[config.mk]
export PLATFORM = sky130hd
export DESIGN_NAME = llc_req_queue
export DESIGN_NICKNAME = d
export VERILOG_FILES = /design/src/rtl/llc_req_queue.sv
export SDC_FILE = /design/constraint.sdc
export NUM_CORES = 1
export LEC_CHECK = 0
export BUFFER_PORTS_ARGS = -buffer_cell sky130_fd_sc_hd__buf_4
export CORE_AREA = 2 2 154 156
export CTS_BUF_LIST = sky130_fd_sc_hd__clkbuf_4
export DETAILED_ROUTE_END_ITERATION = 10
export DIE_AREA = 0 0 156 158
export GPL_ROUTABILITY_DRIVEN = 0
export PLACE_DENSITY = 0.78
export SETUP_SLACK_MARGIN = 0.2
export SLEW_MARGIN = 20
export SYNTH_ARGS = -nofsm -noshare
export SYNTH_HDL_FRONTEND = slang
export SYNTH_SLANG_ARGS = --single-unit
export TNS_END_PERCENT = 10
[constraint.sdc]
create_clock -name clk -period 5.2 [get_ports clk]
set_input_delay 0.26 -clock clk [delete_from_list [all_inputs] [get_ports clk]]
set_output_delay 0.26 -clock clk [all_outputs]
set_load 0.02 [all_outputs]
[src/rtl/llc_req_queue.sv]
// Request queue between the trace reader and the LLC: FWFT buffer with illegal-op filtering.
// Optional pop statistics (rd/wr/snoop counters) are enabled by defining LLC_REQ_STATS_EN.
module llc_req_queue #(
  parameter int ADDR_WIDTH = 32,
  parameter int OP_WIDTH   = 4,
  parameter int DEPTH      = 8
) (
  input  logic                         clk,
  input  logic                         rst,
  input  logic                         in_valid,
  output logic                         in_ready,
  input  logic [OP_WIDTH-1:0]          in_op,
  input  logic [ADDR_WIDTH-1:0]        in_addr,
  output logic                         out_valid,
  output logic [OP_WIDTH-1:0]          out_op,
  output logic [ADDR_WIDTH-1:0]        out_addr,
  input  logic                         hold,
  output logic [$clog2(DEPTH+1)-1:0]   count,
  output logic                         empty,
  output logic                         full,
  output logic                         illegal_op,
  output logic [15:0]                  illegal_cnt
`ifdef LLC_REQ_STATS_EN
  ,
  output logic [31:0]                  rd_cnt,
  output logic [31:0]                  wr_cnt,
  output logic [31:0]                  snoop_cnt
`endif
);

  localparam int PW = $clog2(DEPTH);
  localparam int CW = $clog2(DEPTH+1);
  localparam int EW = OP_WIDTH + ADDR_WIDTH;

  typedef enum logic [1:0] {IDLE, PRESENT, STALLED} state_t;

  state_t          state_reg, state_next;
  logic [PW-1:0]   wr_ptr_reg, rd_ptr_reg;
  logic [CW-1:0]   count_reg, count_next;
  logic            illegal_op_reg;
  logic [15:0]     illegal_cnt_reg;
  logic [EW-1:0]   mem [DEPTH];
  logic [EW-1:0]   head;
  logic            op_legal, push, push_legal, push_illegal, pop;

  assign op_legal     = (in_op != OP_WIDTH'(7)) && (in_op < OP_WIDTH'(10));
  assign full         = (count_reg == CW'(DEPTH));
  assign empty        = (count_reg == '0);
  assign in_ready     = !full && !rst;
  assign push         = in_valid && in_ready;
  assign push_legal   = push && op_legal;
  assign push_illegal = push && !op_legal;

  // The FSM state alone decides whether a head is presented; it tracks !empty exactly.
  assign out_valid = (state_reg != IDLE);
  assign pop       = out_valid && !hold;
  assign head      = mem[rd_ptr_reg];
  assign out_op    = out_valid ? head[EW-1:ADDR_WIDTH] : {OP_WIDTH{1'b1}};
  assign out_addr  = out_valid ? head[ADDR_WIDTH-1:0] : '0;

  assign count       = count_reg;
  assign illegal_op  = illegal_op_reg;
  assign illegal_cnt = illegal_cnt_reg;

  always_comb begin
    count_next = count_reg;
    if (push_legal && !pop)
      count_next = count_reg + CW'(1);
    else if (!push_legal && pop)
      count_next = count_reg - CW'(1);

    state_next = state_reg;
    case (state_reg)
      IDLE:    if (count_next != '0) state_next = PRESENT;
      PRESENT: begin
        if (pop && count_next == '0) state_next = IDLE;
        else if (hold)               state_next = STALLED;
        else                         state_next = PRESENT;
      end
      STALLED: if (!hold) state_next = (count_next == '0) ? IDLE : PRESENT;
      default: state_next = IDLE;
    endcase
  end

  // Storage is left unreset; only pointers and count define which entries are live.
  always_ff @(posedge clk) begin
    if (push_legal)
      mem[wr_ptr_reg] <= {in_op, in_addr};
  end

  always_ff @(posedge clk) begin
    if (rst) begin
      state_reg       <= IDLE;
      wr_ptr_reg      <= '0;
      rd_ptr_reg      <= '0;
      count_reg       <= '0;
      illegal_op_reg  <= 1'b0;
      illegal_cnt_reg <= '0;
    end else begin
      state_reg      <= state_next;
      count_reg      <= count_next;
      illegal_op_reg <= push_illegal;
      if (push_legal) wr_ptr_reg <= wr_ptr_reg + PW'(1);
      if (pop)        rd_ptr_reg <= rd_ptr_reg + PW'(1);
      if (push_illegal && illegal_cnt_reg != 16'hFFFF)
        illegal_cnt_reg <= illegal_cnt_reg + 16'd1;
    end
  end

`ifdef LLC_REQ_STATS_EN
  logic [31:0] rd_cnt_reg, wr_cnt_reg, snoop_cnt_reg;

  assign rd_cnt    = rd_cnt_reg;
  assign wr_cnt    = wr_cnt_reg;
  assign snoop_cnt = snoop_cnt_reg;

  // A popped clear (op 8) wipes the statistics, mirroring the LLC's own reset-on-clear.
  always_ff @(posedge clk) begin
    if (rst) begin
      rd_cnt_reg    <= '0;
      wr_cnt_reg    <= '0;
      snoop_cnt_reg <= '0;
    end else if (pop) begin
      if (out_op == OP_WIDTH'(8)) begin
        rd_cnt_reg    <= '0;
        wr_cnt_reg    <= '0;
        snoop_cnt_reg <= '0;
      end else if (out_op == OP_WIDTH'(0) || out_op == OP_WIDTH'(2)) begin
        rd_cnt_reg <= rd_cnt_reg + 32'd1;
      end else if (out_op == OP_WIDTH'(1)) begin
        wr_cnt_reg <= wr_cnt_reg + 32'd1;
      end else if (out_op >= OP_WIDTH'(3) && out_op <= OP_WIDTH'(6)) begin
        snoop_cnt_reg <= snoop_cnt_reg + 32'd1;
      end
    end
  end
`endif

endmodule
==> results of run 1 <==
path summary, 6_finish.rpt:
check                                                start             endpoint  slack [ps]  cells past startpoint
worst max-delay path                             flip-flop         out_addr[24]        1810                      5
worst min-delay path                            in_addr[2]  mem[7][2]$_DFFE_PP_         360                      2
worst max register to register         count[0]$_SDFF_PP0_  mem[7][5]$_DFFE_PP_        2120                      8
worst min register to register  rd_ptr_reg[1]$_SDFFE_PP0P_            flip-flop         480                      2
cells by family after synthesis:
| logic type | share of synthesized area |
|---|---|
| mux | 0.1622 |
| flops | 0.7449 |
| xor+xnor | 0.01335 |
| buf+inv | 0.01214 |
| simple gates | 0.05198 |
| fa+ha+maj | 0.005820 |
| compound gates | 0.009632 |
timing repair:
item                                    CTS  global route
endpoints found under the hold margin   318             0
hold buffers                             39             0
endpoints found under the setup margin    0             0
resized for setup                         0             0
per-layer routing:
layer  share of wire  global-route usage  up-vias  wire length (um)
li1                -                   -     3011                 -
met1            0.41              0.2735     3354             10120
met2            0.50              0.3350      259             12330
met3           0.069             0.05530       33              1699
met4           0.014             0.07121        0               333
met5               0                   0        -                 0
critical path, delay by kind of cell (launching register included):
kind	cells	cell delay, ps
buffers and inverters	2	650
DFF	1	930
and+or+nand+nor	1	80
muxes	2	760
where the power goes:
part	total [mW]	internal [mW]	leakage, nW	switching (mW)
clock network	2.00	1.04	0.598	0.962
registers	2.96	2.85	2.86	0.110
logic	0.997	0.491	1.54	0.506
area by class of cell:
cell class	instances	area (sq um)
clock inverters	26	103.9
multi-input cells	282	3092
flip-flops and latches	320	9298
diodes	2	5.005
well taps	290	362.8
inverters	5	18.77
fillers	1495	8029
clock buffers	118	885.9
repair buffers	152	1257
metrics by stage:
| step | instance area (sq um) | setup WS, ps |
|---|---|---|
| floorplan | 12480 | -710.5 |
| global placement | 13620 | 2258 |
| detailed placement | 13620 | 2127 |
| CTS | 15000 | 1682 |
| global route | 15020 | 1541 |
| finish | 15020 | 1806 |
synth_stat cells (3+ instances only):
| cell | number |
|---|---|
| buf_2 | 7 |
| inv_1 | 5 |
| dfxtp_1 | 32 |
| nor3_2 | 4 |
| ha_1 | 5 |
| nor3_1 | 3 |
| nand2b_1 | 3 |
| clkbuf_1 | 17 |
| mux4_2 | 72 |
| buf_1 | 3 |
| nor3b_1 | 4 |
| nor2_1 | 56 |
| a21oi_1 | 6 |
| xor2_1 | 6 |
| edfxtp_1 | 288 |
| o21ai_0 | 5 |
| nand3_1 | 10 |
| or3_1 | 4 |
| xnor2_1 | 13 |
| nand2_1 | 22 |
| mux2i_1 | 40 |
| and3_1 | 5 |
placed cells by master (no fill, tap or decap), types with 2 or more instances in the layout:
master,count
xnor2_1,13
mux4_2,72
xor2_1,6
dfxtp_4,2
nor2_4,2
dfxtp_1,29
nand2b_1,3
nand4_1,2
a21oi_1,6
edfxtp_1,288
clkinv_1,20
and4_1,2
diode_2,2
dlygate4sd3_1,39
o21ai_0,5
nor3b_2,2
nand3_1,10
and3_1,5
clkbuf_4,118
buf_4,111
mux2i_1,40
inv_1,5
or3_1,4
ha_1,5
nor3b_1,2
nor2b_1,2
nor2_1,54
nand2_1,22
clkinv_2,5
nor3_2,6
==> reports/summary.txt, run 1 <==
Status = finished clean
Synth top area share = 0.6936
Clock-pin slew on the worst setup and hold paths = 70 ps
Slowest cell delay on critical path = 930 ps
RSZ-0062 raised after global routing = false
Share of cells above drive strength 1 = 0.3677
Critical path required time = 4940 ps
Post-synth EDFFs = 288
Max reg flops = 288
Avg Cell Area, Syn = 19.61 sq um
Hold Crit Class = input port to flip-flop
Vias in the first global route = 7084
Ys async rst share = 0
Vias/cell = 5.571
Mean routed wirelength per cell = 20.49 um
CP cell instances = buf_4 > mux4_2 > mux2i_1 > nor2_1 > buf_4
I/O Pins = 101
Critical path's slowest cell = dfxtp_4
Total Wirelength = 24.48 mm
CTS H-tree lvls = 3
Final slew viol count = 0
Die X = 156 um
Die Area = 0.02465 sq mm
Fmax = 294.7 MHz
Hold Slack = 361.4 ps
Crit Path Category = flip-flop to output pin
First-pass GRT wire length = 38.18 mm
Final min period = 3394 ps
Distinct cells, synth = 42
Crit path DAT = 3130 ps
CP startpoint kind = flip-flop
Core area = 0.02305 sq mm
CP endpoint kind = output pin
NumNets Final = 887
Hold Fails Final Rpt = 0
Cell type with the highest aggregate area in the netlist = edfxtp_1
Drt first pass iters = 5
# rows = 56
Clk root buf = clkbuf_4
Initial Util = 0.5409
Tot GR Track Use = 0.2061
Most used cell, CP = buf_4
Mapped Cells = 636
Post-route ant nets = 0
Hpwl dp = 13.66 mm
Bufs on Longest Clock Path = 3
Worst-path fanout max = 44
I/O Buffers = 100
Syn Std Cell Area = 0.01247 sq mm
Final setup fails = 0
Overall power consumption = 5.958 mW
Top_reg_cell synth = edfxtp_1
Final Skew = 39.58 ps
Area Overhead vs Synth = 20.48%
Detailed Route Iter0 Violations = 443
Leakage power figure = 4.992 nW
Slew @ Worst Pin = 1067 ps
Max-cap violations = 0
Post-CTS Setup Inserts = 0
TNS Setup = 0 ps
Power per Cell Area = 396.6 mW/mm^2
Post-Layout Cell Count = 1195
CTS Sinks = 320
Syn_nets = 681
FF+latch count, synth = 320
Placed Cells = 1009
GRT overflow = 0
Clock buffer count from CTS = 81
Worst vdd ir = 0.1820 mV
Slew headroom = 0.2885
DR DRC count = 0
Worst skew pair latency = 680 ps
CTS tree = yes
Yosys warns = 0
Final core utilization = 0.6517
Register area share after synthesis = 0.7449
DIE HEIGHT = 158 um
DR vias = 6657
Synth area leaders = edfxtp_1 69%, mux4_2 13%, dfxtp_1 5.1%
Pin count of the biggest net entering global routing = 73
Initial antenna violation count = 2
Final period util = 0.6526
No activity file was read; power rests on OpenSTA's default activity.
==> run 2, diff against run 1 <==
--- a/config.mk
+++ b/config.mk
@@ -11,7 +11,7 @@
 export DETAILED_ROUTE_END_ITERATION = 10
 export DIE_AREA = 0 0 156 158
 export GPL_ROUTABILITY_DRIVEN = 0
-export PLACE_DENSITY = 0.78
+export PLACE_DENSITY = 0.75
 export SETUP_SLACK_MARGIN = 0.2
 export SLEW_MARGIN = 20
 export SYNTH_ARGS = -nofsm -noshare
==> constraint.sdc (replaced) <==
create_clock -name clk -period 3.2 [get_ports clk]
set_input_delay 0.16 -clock clk [delete_from_list [all_inputs] [get_ports clk]]
set_output_delay 0.16 -clock clk [all_outputs]
set_load 0.02 [all_outputs]
==> reports/summary.txt, run 2 (synthesis gave the netlist of run 1 again) <==
Status = finished clean
Hpwl dp = 14.21 mm (+4.0%)
Worst hold path depth = 2 (unchanged)
Hold Fails Final Rpt = 0 (unchanged)
Crit Path Category = flip-flop to output pin
Fmax = 355.9 MHz
Final core utilization = 0.6621 (+0.01037)
Worst skew pair latency = 680 ps (about the same)
Clock buffer count from CTS = 81 (unchanged)
Vias/cell = 5.544 (-0.49%)
Clk root buf = clkbuf_4
Slew headroom = 0.5493 (+0.2608)
Mean routed wirelength per cell = 19.98 um (-2.5%)
First-pass GRT wire length = 37.69 mm (-1.3%)
Initial antenna violation count = 1 (-1)
Total Wirelength = 24.04 mm (-1.8%)
Sw Pwr = 2.571 mW (+63%)
Clock power share = 0.341 (+0.005)
TNS Setup = 0 ps (unchanged)
DR vias = 6669 (+0.18%)
Slew @ Worst Pin = 676.0 ps (-391.3 ps)
Vias in the first global route = 7201 (+1.7%)
Post-Layout Cell Count = 1203 (+0.67%)
Pint = 7.325 mW (+67%)
# fillers = 1552 (+3.8%)
CP startpoint kind = flip-flop
FF-to-FF End = mem[7][9]$_DFFE_PP_
Worst Slack Setup Final = 390.2 ps (-1416 ps)
Final Skew = 41.72 ps (+2.138 ps)
CP endpoint kind = output pin
Share of cells above drive strength 1 = 0.3838 (+0.01611)
NumNets Final = 897 (+1.1%)
DR DRC count = 0 (unchanged)
RSZ-0062 raised after global routing = false
Final slew viol count = 0 (unchanged)
R2r setup slk = 580 ps (-1540 ps)
Clock-pin slew on the worst setup and hold paths = 70 ps (about the same)
Worst vdd ir = 0.3865 mV (+110%)
Bufs on Longest Clock Path = 3 (unchanged)
Critical path required time = 3040 ps (-1900 ps)
Core area = 0.02305 sq mm (unchanged)
Tot GR Track Use = 0.2025 (-0.003590)
Die Area = 0.02465 sq mm (unchanged)
Leakage power figure = 5.083 nW (+1.8%)
FF-to-FF path depth = 8 (unchanged)
CTS Sinks = 320 (unchanged)
Setup WS pre-CTS = 622.1 ps (-1504 ps)
I/O Buffers = 100 (unchanged)
DIE HEIGHT = 158 um (unchanged)
Die X = 156 um (unchanged)
Power per Cell Area = 648.4 mW/mm^2 (+63%)
Final setup fails = 0 (unchanged)
# rows = 56 (unchanged)
Max-cap violations = 0 (unchanged)
Hold Slack = 267.0 ps (-94.43 ps)
Hold Crit Class = input port to flip-flop
GRT overflow = 0 (unchanged)
CTS tree = yes
Seq pwr share = 0.479 (-0.017)
Final min period = 2810 ps
Post-CTS Resized = 0 (unchanged)
Final period util = 0.8780
Crit path DAT = 2650 ps (-480 ps)
Crit path to = out_addr[24]
Area Overhead vs Synth = 22.40%
Combinational Power Share = 0.180 (+0.013)
Detailed Route Iter0 Violations = 441 (-0.45%)
Reg-to-reg critical path startpoint = count[0]$_SDFF_PP0_
Max reg flops = 288 (unchanged)
Commonest non-fill, non-tap cells in the layout = 288 x edfxtp_1, 118 x buf_4, 116 x clkbuf_4
Post-route ant nets = 0 (unchanged)
Placed Cells = 1018 (+0.89%)
Pin count of the biggest net entering global routing = 42 (-42%)
Drt first pass iters = 4 (-1)
Most common cell after layout, fill and taps aside = edfxtp_1
Worst-path fanout max = 41 (-6.8%)
Initial Util = 0.5409 (unchanged)
CTS H-tree lvls = 3 (unchanged)
Switching Share = 0.2598 (-0.005015)
I/O Pins = 101 (unchanged)
## run 2: final cells by class
type / instances / area (sq um) / share of cell area
multi-input cells: 282 / 3162 / 0.2072
repair buffers: 162 / 1374 / 0.09002
clock inverters: 27 / 163.9 / 0.01074
flip-flops and latches: 320 / 9305 / 0.6097
well taps: 290 / 362.8 / 0.02377
diodes: 1 / 2.502 / 0.0001640
inverters: 5 / 21.27 / 0.001394
clock buffers: 116 / 870.8 / 0.05706
## run 2: worst min path at each step
stage / start / to / slack (ps)
6_report: in_addr[2] / mem[4][2]$_DFFE_PP_ / 270
5_1_grt: in_addr[8] / mem[3][8]$_DFFE_PP_ / 230
4_1_cts: in_addr[1] / mem[6][1]$_DFFE_PP_ / 200
3_5_place_dp: in_addr[0] / mem[2][0]$_DFFE_PP_ / 400
3_3_place_gp: in_addr[31] / mem[3][31]$_DFFE_PP_ / 390
2_1_floorplan: in_addr[0] / mem[0][0]$_DFFE_PP_ / 260
## run 2: metrics by stage
step / power, mW / instance area (sq um)
2_1_floorplan: 5.924 / 12600
3_3_place_gp: 6.519 / 13800
3_5_place_dp: 6.565 / 13800
4_1_cts: 10.04 / 15260
5_1_grt: 10.37 / 15260
6_report: 9.896 / 15260
## run 2: power groups by stage
stage                     combinational (mW)  sequential [mW]  clock (mW)
after global placement                  1.68             4.84           0
after floorplan                         1.14             4.78           0
final                                   1.78             4.74        3.38
after detailed placement                1.71             4.85           0
after CTS                               1.81             4.74        3.49
after global routing                    1.92             4.75        3.70
## run 2: critical path, cell delays in order (launching register included)
cell	delay (ps)
dfxtp_4	750
buf_4	410
mux4_2	400
mux2i_1	180
nor2_1	60
buf_4	170
## run 2: what timing repair did
item | in CTS | in global routing
endpoints found under the hold margin | 320 | 0
setup buffers | 1 | 0
hold buffers | 40 | 0
setup endpoints to repair | 1 | 0
## run 2: metal layers
layer,wire length [um],track usage
met1,10090,0.2621
met2,12140,0.3365
met3,1360,0.04791
met4,448,0.07995
met5,0,0
